File: config.mk
export PLATFORM = sky130hd
export DESIGN_NAME = uart_fifo_ctrl
export DESIGN_NICKNAME = d
export VERILOG_FILES = /design/src/rtl/uart_fifo_pkg.sv /design/src/rtl/uart_fifo_ram.sv /design/src/rtl/uart_fifo_ctrl.sv
export SDC_FILE = /design/constraint.sdc
export NUM_CORES = 1
export LEC_CHECK = 0
export CORE_AREA = 5 5 114 116
export CTS_CLUSTER_DIAMETER = 30
export DETAILED_ROUTE_END_ITERATION = 10
export DIE_AREA = 0 0 119 121
export PLACE_DENSITY = 0.76
export SLEW_MARGIN = 5
export SYNTH_ARGS = -nofsm -noshare
export SYNTH_HDL_FRONTEND = slang
export SYNTH_SLANG_ARGS = --single-unit
File: constraint.sdc
create_clock -name clk -period 5.8 [get_ports clk]
set_clock_uncertainty 0.05 [all_clocks]
set_input_delay 1.16 -clock clk [delete_from_list [all_inputs] [get_ports clk]]
set_output_delay 1.16 -clock clk [all_outputs]
set_load 0.02 [all_outputs]
File: src/rtl/uart_fifo_pkg.sv
`default_nettype none
// ============================================================================
// Module   : uart_fifo_pkg
// Purpose  : Shared defaults and width helper for the UART byte-path FIFO.
// Revision : 1.0 - initial release
// ============================================================================
package uart_fifo_pkg;

  localparam int c_DEFAULT_DATA_W = 8;
  localparam int c_DEFAULT_ADDR_W = 4;

  // Occupancy must represent 0..DEPTH inclusive, hence one extra bit.
  function automatic int count_width(input int addr_w);
    return addr_w + 1;
  endfunction

endpackage
`default_nettype wire

File: src/rtl/uart_fifo_ram.sv
`default_nettype none
// ============================================================================
// Module   : uart_fifo_ram
// Purpose  : DEPTH x DATA_W storage, synchronous write, asynchronous read.
// Revision : 1.0 - initial release
// ============================================================================
module uart_fifo_ram
  import uart_fifo_pkg::*;
#(
  parameter int DATA_W = c_DEFAULT_DATA_W,
  parameter int ADDR_W = c_DEFAULT_ADDR_W
) (
  input  logic              clk,
  input  logic              i_we,
  input  logic [ADDR_W-1:0] i_waddr,
  input  logic [DATA_W-1:0] i_wdata,
  input  logic [ADDR_W-1:0] i_raddr,
  output logic [DATA_W-1:0] o_rdata
);

  localparam int c_DEPTH = 1 << ADDR_W;

  logic [DATA_W-1:0] r_mem [c_DEPTH];

  always_ff @(posedge clk) begin
    if (i_we) begin
      r_mem[i_waddr] <= i_wdata;
    end
  end

  assign o_rdata = r_mem[i_raddr];

endmodule
`default_nettype wire

File: src/rtl/uart_fifo_ctrl.sv
`default_nettype none
// ============================================================================
// Module   : uart_fifo_ctrl
// Purpose  : FWFT synchronous FIFO with count, flush and sticky error flags.
//            Watermark flags enabled by defining UART_FIFO_WATERMARK_EN.
// Revision : 1.0 - initial release
// ============================================================================
module uart_fifo_ctrl
  import uart_fifo_pkg::*;
#(
  parameter int DATA_W = c_DEFAULT_DATA_W,
  parameter int ADDR_W = c_DEFAULT_ADDR_W
) (
  input  logic              clk,
  input  logic              reset,
  input  logic              wr,
  input  logic [DATA_W-1:0] wr_data,
  input  logic              rd,
  output logic [DATA_W-1:0] rd_data,
  input  logic              flush,
  input  logic              err_clr,
  output logic              empty,
  output logic              full,
  output logic [ADDR_W:0]   count,
  output logic              overflow,
  output logic              underflow,
  input  logic [ADDR_W:0]   af_thresh,
  input  logic [ADDR_W:0]   ae_thresh,
  output logic              almost_full,
  output logic              almost_empty
);

  localparam int                   c_COUNT_W = count_width(ADDR_W);
  localparam logic [c_COUNT_W-1:0] c_DEPTH   = c_COUNT_W'(1 << ADDR_W);

  logic [ADDR_W-1:0]    r_wr_ptr;
  logic [ADDR_W-1:0]    r_rd_ptr;
  logic [c_COUNT_W-1:0] r_count;
  logic [c_COUNT_W-1:0] w_count_nxt;
  logic                 r_empty;
  logic                 r_full;
  logic                 r_overflow;
  logic                 r_underflow;
  logic                 w_rd_accept;
  logic                 w_wr_accept;
  logic                 w_wr_en;
  logic                 w_rd_en;

  // A write into a full queue is still taken when the head leaves this cycle.
  assign w_rd_accept = rd & ~r_empty;
  assign w_wr_accept = wr & (~r_full | w_rd_accept);
  assign w_wr_en     = w_wr_accept & ~flush;
  assign w_rd_en     = w_rd_accept & ~flush;

  always_comb begin
    w_count_nxt = r_count;
    if (flush) begin
      w_count_nxt = '0;
    end else if (w_wr_en && !w_rd_en) begin
      w_count_nxt = r_count + c_COUNT_W'(1);
    end else if (!w_wr_en && w_rd_en) begin
      w_count_nxt = r_count - c_COUNT_W'(1);
    end
  end

  always_ff @(posedge clk or negedge reset) begin
    if (!reset) begin
      r_wr_ptr    <= '0;
      r_rd_ptr    <= '0;
      r_count     <= '0;
      r_empty     <= 1'b1;
      r_full      <= 1'b0;
      r_overflow  <= 1'b0;
      r_underflow <= 1'b0;
    end else begin
      if (flush) begin
        r_wr_ptr <= '0;
        r_rd_ptr <= '0;
      end else begin
        if (w_wr_en) r_wr_ptr <= r_wr_ptr + ADDR_W'(1);
        if (w_rd_en) r_rd_ptr <= r_rd_ptr + ADDR_W'(1);
      end
      r_count <= w_count_nxt;
      r_empty <= (w_count_nxt == '0);
      r_full  <= (w_count_nxt == c_DEPTH);
      // Set has priority over clear so a coincident error is never lost.
      if (wr && !w_wr_accept && !flush) r_overflow <= 1'b1;
      else if (err_clr)                 r_overflow <= 1'b0;
      if (rd && !w_rd_accept && !flush) r_underflow <= 1'b1;
      else if (err_clr)                 r_underflow <= 1'b0;
    end
  end

  uart_fifo_ram #(
    .DATA_W (DATA_W),
    .ADDR_W (ADDR_W)
  ) u_ram (
    .clk     (clk),
    .i_we    (w_wr_en),
    .i_waddr (r_wr_ptr),
    .i_wdata (wr_data),
    .i_raddr (r_rd_ptr),
    .o_rdata (rd_data)
  );

  assign empty     = r_empty;
  assign full      = r_full;
  assign count     = r_count;
  assign overflow  = r_overflow;
  assign underflow = r_underflow;

`ifdef UART_FIFO_WATERMARK_EN
  logic r_almost_full;
  logic r_almost_empty;

  always_ff @(posedge clk or negedge reset) begin
    if (!reset) begin
      r_almost_full  <= 1'b0;
      r_almost_empty <= 1'b1;
    end else begin
      r_almost_full  <= (w_count_nxt >= af_thresh);
      r_almost_empty <= (w_count_nxt <= ae_thresh);
    end
  end

  assign almost_full  = r_almost_full;
  assign almost_empty = r_almost_empty;
`else
  logic w_unused_thresh;
  assign w_unused_thresh = ^{af_thresh, ae_thresh};
  assign almost_full     = 1'b0;
  assign almost_empty    = 1'b0;
`endif

endmodule
`default_nettype wire

; ---- After elaboration in Yosys (flattened, before gate mapping)
; Memories as Yosys holds them, arrays and structs flattened.
; Cells that the tools add are included.
[totals]
reg_bits = 17
output_inout_bits = 19
mem_bits_rw = 128
in_bits = 24
mem_count = 1
elab_cells = 49
[memory_table]
columns = memory, depth, width, rd, rd_clocked_by_memory_dff, wr, line_no
row1 = u_ram.r_mem, 16, 8, 1, 0, 1, uart_fifo_ram.sv:23  ; logic [DATA_W-1:0] r_mem [c_DEPTH];
[classes]
bitwise = 8
reduce_logical = 16
add_sub_neg = 4
n_mux = 12
n_eq_ne = 1
[op_table]
columns = cell, count
row1 = 4-bit two-way mux, 4
row2 = 5-bit two-way mux, 3
row3 = 4-bit by 1-bit adder with 4-bit output (second input constant), 2
row4 = 2-bit nonzero test, 4
row5 = 1-bit logical AND, 6
row6 = 5-bit by 1-bit adder with 5-bit output (second input constant), 1
row7 = 5-bit equality test (second input constant), 1
row8 = 1-bit logical NOT, 5
row9 = 5-bit logical NOT, 1
row10 = 1-bit two-way mux, 5
row11 = 5-bit by 1-bit subtractor with 5-bit output (second input constant), 1
row12 = 1-bit bitwise AND, 4
row13 = 1-bit NOT, 3
row14 = 1-bit OR, 1

; ---- Depth between registers and ports, before layout
[logic_depth]
depth_word = 11
ltp_mapped = 7
depth_no_buf = 7

; ---- By module
; A second synthesis with hierarchy kept.
[hier_totals]
hier_cells = 317
area_unflattened_um2 = 5952.0
[by_module_without_submodules]
columns = mod, area_per_inst_um2, seq_area_each_um2, cells_per_inst, instances
row1 = uart_fifo_ram, 4987.3, 3843.7, 221, 1
row2 = uart_fifo_ctrl, 964.7, 426.7, 96, 1

; ---- Worst setup path before layout
; OpenSTA, ideal clock, no wires.
[synth_timing]
path_kind = register to output
from = register r_rd_ptr[0]
to = output port rd_data[0]
path_slack_ns = 2.801
required_ns = 4.590
n_path_buf = 2
arrival_time_ns = 1.789
stages_incl_launch_ff = 5
path_cell_list = dfrtp_1 buf_2 buf_4 mux4_2 mux4_2
[synth_between]
elab_chain_len = 1
[synth_rtl]
columns = element, line_no
row1 = "start, declared", uart_fifo_ctrl.sv:37  ; logic [ADDR_W-1:0] r_rd_ptr;
row2 = "start signal, assigned", uart_fifo_ctrl.sv:81  ; if (w_rd_en) r_rd_ptr <= r_rd_ptr + ADDR_W'(1);
row3 = memory read 16 x 8 bit, -
row4 = "end, declared", uart_fifo_ctrl.sv:19  ; output logic [DATA_W-1:0] rd_data,
; Every way passes these cells.

; ---- Final worst setup path
[layout_timing]
from = register r_rd_ptr[0]
to = output port rd_data[1]
; The elaborated chain is that of the path after synthesis.

==> flow_results.org <==
** Routing
- Per-cell via count in the routed design :: 5.823
- Wire per inst :: 23.11 um
- Wire length after detailed routing :: 11.62 mm
- The first routing iteration left 303 violations.
- After detailed routing, the number of remaining DRC violations is 0.
- Summing over every cut layer, the via total after detailed routing is 2929.
- Remaining antenna violation count after routing :: 0
- The first detailed-routing pass ran for 4 iterations.

** Clock tree
- TritonCTS built the clock tree.
- The number of setup buffers added after CTS is 0.
- The number of gates resized after CTS was 0.
- After clock tree synthesis, the clock-pin slew on the worst setup and hold paths is 0.06 ns.
- Clk root buf :: sky130_fd_sc_hd__clkbuf_16
- Counting along the longest clock path gives a buffer depth of 2.
- CTS saw 145 sinks.
- For this design, the CTS-stage hold fixing added 0 buffers.
- In this run the number of H-tree levels came out at 4.
- TritonCTS created 17 clock buffers.
- Worst-Skew Late Latency :: 0.41 ns

** Synth
- Of the total synthesized cell area, the portion taken by AND, OR, NAND and NOR gates is 0.06033.
- Share of synthesized registers carrying an async set or reset :: 0.1172
- The Yosys step of the flow raised 0 warnings.
- Adder-cell area share of the yosys netlist :: 0.01482
- Compound-gate portion of the synthesized area :: 0.01926
- The cell count after synthesis came out at 307.
- The largest total area in the synthesized netlist belongs to sky130_fd_sc_hd__edfxtp_1.
- In this run, synthesis inferred 128 flip-flops with an integrated enable.
- Synth cell types :: 45
- Top FF cell, synth :: sky130_fd_sc_hd__edfxtp_1
- Synth top area cells :: sky130_fd_sc_hd__edfxtp_1 65%, sky130_fd_sc_hd__mux4_2 15%, sky130_fd_sc_hd__dfrtp_1 6.8%, sky130_fd_sc_hd__ha_1 1.5%, sky130_fd_sc_hd__nor2_1 1.3%
- Mean cell area of the mapped netlist :: 19.25 um^2
- Post-synth top area share :: 0.6503
- After synthesis, the largest family of logic cells by area is multiplexers.
- Share of synthesized area occupied by flip-flops and latches :: 0.7225
- FF+latch count, synth :: 145
- Summing every instance area after synthesis gives 0.005911 mm^2.
- Measured against the total synthesized area, the mux share comes to 0.1524.
- Synthesized-area fraction occupied by xor and xnor cells :: 0.01037

** Layout
- Summing all non-filler instances in the final layout gives an area of 0.006967 mm^2.
- In the final layout, the share of cells above drive strength 1 is 0.2331.
- Number of diodes :: 0
- Fill cells in the final layout number 835.
- Commonest cells after routing, fill and taps aside :: 128 x sky130_fd_sc_hd__edfxtp_1, 40 x sky130_fd_sc_hd__mux4_2, 30 x sky130_fd_sc_hd__clkdlybuf4s50_1, 20 x sky130_fd_sc_hd__nor2_1, 17 x sky130_fd_sc_hd__clkbuf_16
- Nets@finish :: 376
- Most common cell after layout, fill and taps aside :: sky130_fd_sc_hd__edfxtp_1
- Compared with the post-synthesis result, the final layout area differs by 17.87%.

** Timing
- Final-layout worst hold slack :: 0.4829 ns
- Slew HR :: 0.2279
- For this run, the top clock speed supported by timing is 224.8 MHz.
- The count of endpoints failing hold in the final timing report was 0.
- Setup violations remaining at the end of the flow were counted as 0.
- Total Negative Setup Slacks :: 0 ns
- Period Utilization, post-route :: 0.7670
- Subtracting the final worst setup slack from the clock period gives 4.449 ns.
- Unrepaired setup endpoints after global routing :: false
- Count of pins over their slew limit :: 0
- Slew @ Worst Pin :: 1.154 ns
- In the post-route analysis, the smallest setup slack over all paths is 1.351 ns.

** Min path
- Source of the worst hold timing path :: underflow
- In this run the worst hold path is classified as flop to flop.
- Count of cells along the worst hold path :: 2

** Global route
- The first global-routing pass estimated 17.89 mm of wire.
- Via count of the first global-routing pass :: 3105
- Global Route Usage Sum :: 0.1731
- Entering global routing, the biggest net connects 36 pins.
- The initial antenna violation count came to 0.
- The total overflow left after global routing is 0.

** Place
- At the end of routability-driven placement, the weighted congestion stood at 0.7914.
- Count of input and output buffers :: 30
- Summing all placed instances gives a cell area of 0.006356 mm^2.
- Timing analysis after detailed placement gives a worst setup slack of 1.530 ns.
- HPWL after detailed placement :: 6.957 mm

** Critical path
- The critical path runs through a total of 4 cells.
- WP buf/inv :: 2
- Among cell families on the critical path, the largest total delay comes from multiplexers.
- Tracing the worst setup path back leads to its startpoint at r_rd_ptr[0].
- For the worst flop-to-flop path, the logic depth is 4.
- Critical Path Slowest Stage Cell :: sky130_fd_sc_hd__dfrtp_2
- In this run the critical register-to-register path is launched from empty.
- Slowest cell delay on critical path :: 0.79 ns
- Kind of critical path :: flop to output port
- Type of destination of the critical path :: output port
- In this design, the critical path's most frequently occurring cell is sky130_fd_sc_hd__mux4_2.
- The worst setup path is launched from a flop.
- Largest fanout of any net on the critical path :: 20
- Arrival time at the worst endpoint :: 3.24 ns
- Req. time, crit path :: 4.59 ns
- Ordered list of cells on the worst path :: buf_4, mux4_2, mux4_2, clkdlybuf4s50_1

** Floorplanning
- The total area inside the core boundary comes to 0.01181 mm^2.
- The floorplan step defined a die boundary enclosing 0.01440 mm^2.
- Starting density of the core :: 0.5004
- Number of primary I/O pins :: 43
- The die is 119 um wide.
- The floorplan has 40 rows.
- Chip Height :: 121 um

** Pwr
- IR analysis of the VDD net gives a maximum drop of 0.2109 mV.
- Sequential group share of total power :: 0.466
- The share of total power dissipated in combinational logic is 0.091.
- Switching share of power :: 0.2149
- The analysis attributes to net switching a power of 0.5460 mW.
- Leakage component of the power :: 2.280 nW
- Design internal power :: 1.995 mW
- Power density over the cells :: 364.8 mW/mm^2
- The share of total power dissipated in the clock network is 0.443.

** Status
- Status :: finished clean

** Run
- The tool flagged a number of max-cap violations equal to 0.
## power by group through the flow
| stage | Combinational, mW | Clock, mW | Sequential (mW) |
|---|---|---|---|
| 5_1_grt | 0.251 | 1.19 | 1.19 |
| 6_report | 0.232 | 1.13 | 1.18 |
| 2_1_floorplan | 0.160 | 0 | 1.20 |
| 3_5_place_dp | 0.234 | 0 | 1.21 |
| 4_1_cts | 0.236 | 1.14 | 1.18 |
| 3_3_place_gp | 0.230 | 0 | 1.20 |
## worst reg2reg max path, delay by kind of cell, from the launching register on
family / cells / cell delay, ns
and+or+nand+nor: 3 / 1.33
DFF: 1 / 0.39
AOI/OAI and AO/OA: 1 / 0.35
## metrics by stage
| stage | util | cells | total power [mW] |
|---|---|---|---|
| after global placement | 0.5381 | 473 | 1.434 |
| after global routing | 0.5898 | 503 | 2.632 |
| after detailed placement | 0.5381 | 473 | 1.440 |
| final | 0.5898 | 503 | 2.541 |
| after floorplan | - | 308 | 1.356 |
| after CTS | 0.5898 | 503 | 2.559 |
## logic make-up (layout without fill, tap and decap cells)
logic type / after synthesis / count (layout)
AOI/OAI and AO/OA: 16 / 16
xor gates and xnor gates: 7 / 7
adders and majority gates: 7 / 7
buffers and inverters: 25 / 73
DFF: 145 / 145
muxes: 40 / 40
other: 1 / 2
and+or+nand+nor: 66 / 66
## area by class of cell
type	count	area [um^2]	share of cell area
clock buffer	17	425.4	0.06106
tap	147	183.9	0.02640
clock inverter	13	185.2	0.02658
multi-input combinational	138	1533	0.2200
timing repair buffer	35	337.8	0.04849
sequential	145	4272	0.6131
inverter	8	30.03	0.004310
## sequential cells by signal, indices dropped and copies added, names as in the netlist
name	cells
r_rd_ptr	4
u_ram.r_mem	128
r_wr_ptr	4
count	5
overflow	1
underflow	1
full	1
empty	1
## synth_stat cells (all sizes together), types with 2 or more instances
| cell | number |
|---|---|
| o21ai | 3 |
| clkbuf | 3 |
| a21oi | 5 |
| nand2 | 12 |
| nor3b | 2 |
| ha | 7 |
| dfrtp | 16 |
| xor2 | 3 |
| buf | 14 |
| xnor2 | 4 |
| nor2 | 20 |
| mux4 | 40 |
| nand2b | 4 |
| or4b | 2 |
| nand3 | 5 |
| nor3 | 9 |
| inv | 8 |
| edfxtp | 128 |
## metal layers
metal	vias to the layer above	global-route usage	share of wire
li1	1300	-	-
met1	1554	0.2221	0.41
met2	65	0.2840	0.53
met3	10	0.04056	0.045
met4	0	0.07603	0.016
met5	-	0	0
## worst paths after layout
path	end	slack, ns
min in group asynchronous	count[3]	1.15
worst min-delay path	underflow	0.48
worst max-delay path	rd_data[1]	1.35
worst max register to register	u_ram.r_mem[5][7]	3.29
max in group asynchronous	r_rd_ptr[0]	4.02
worst min register to register	underflow	0.48
Note: power is estimated with default switching activity, not from simulation.
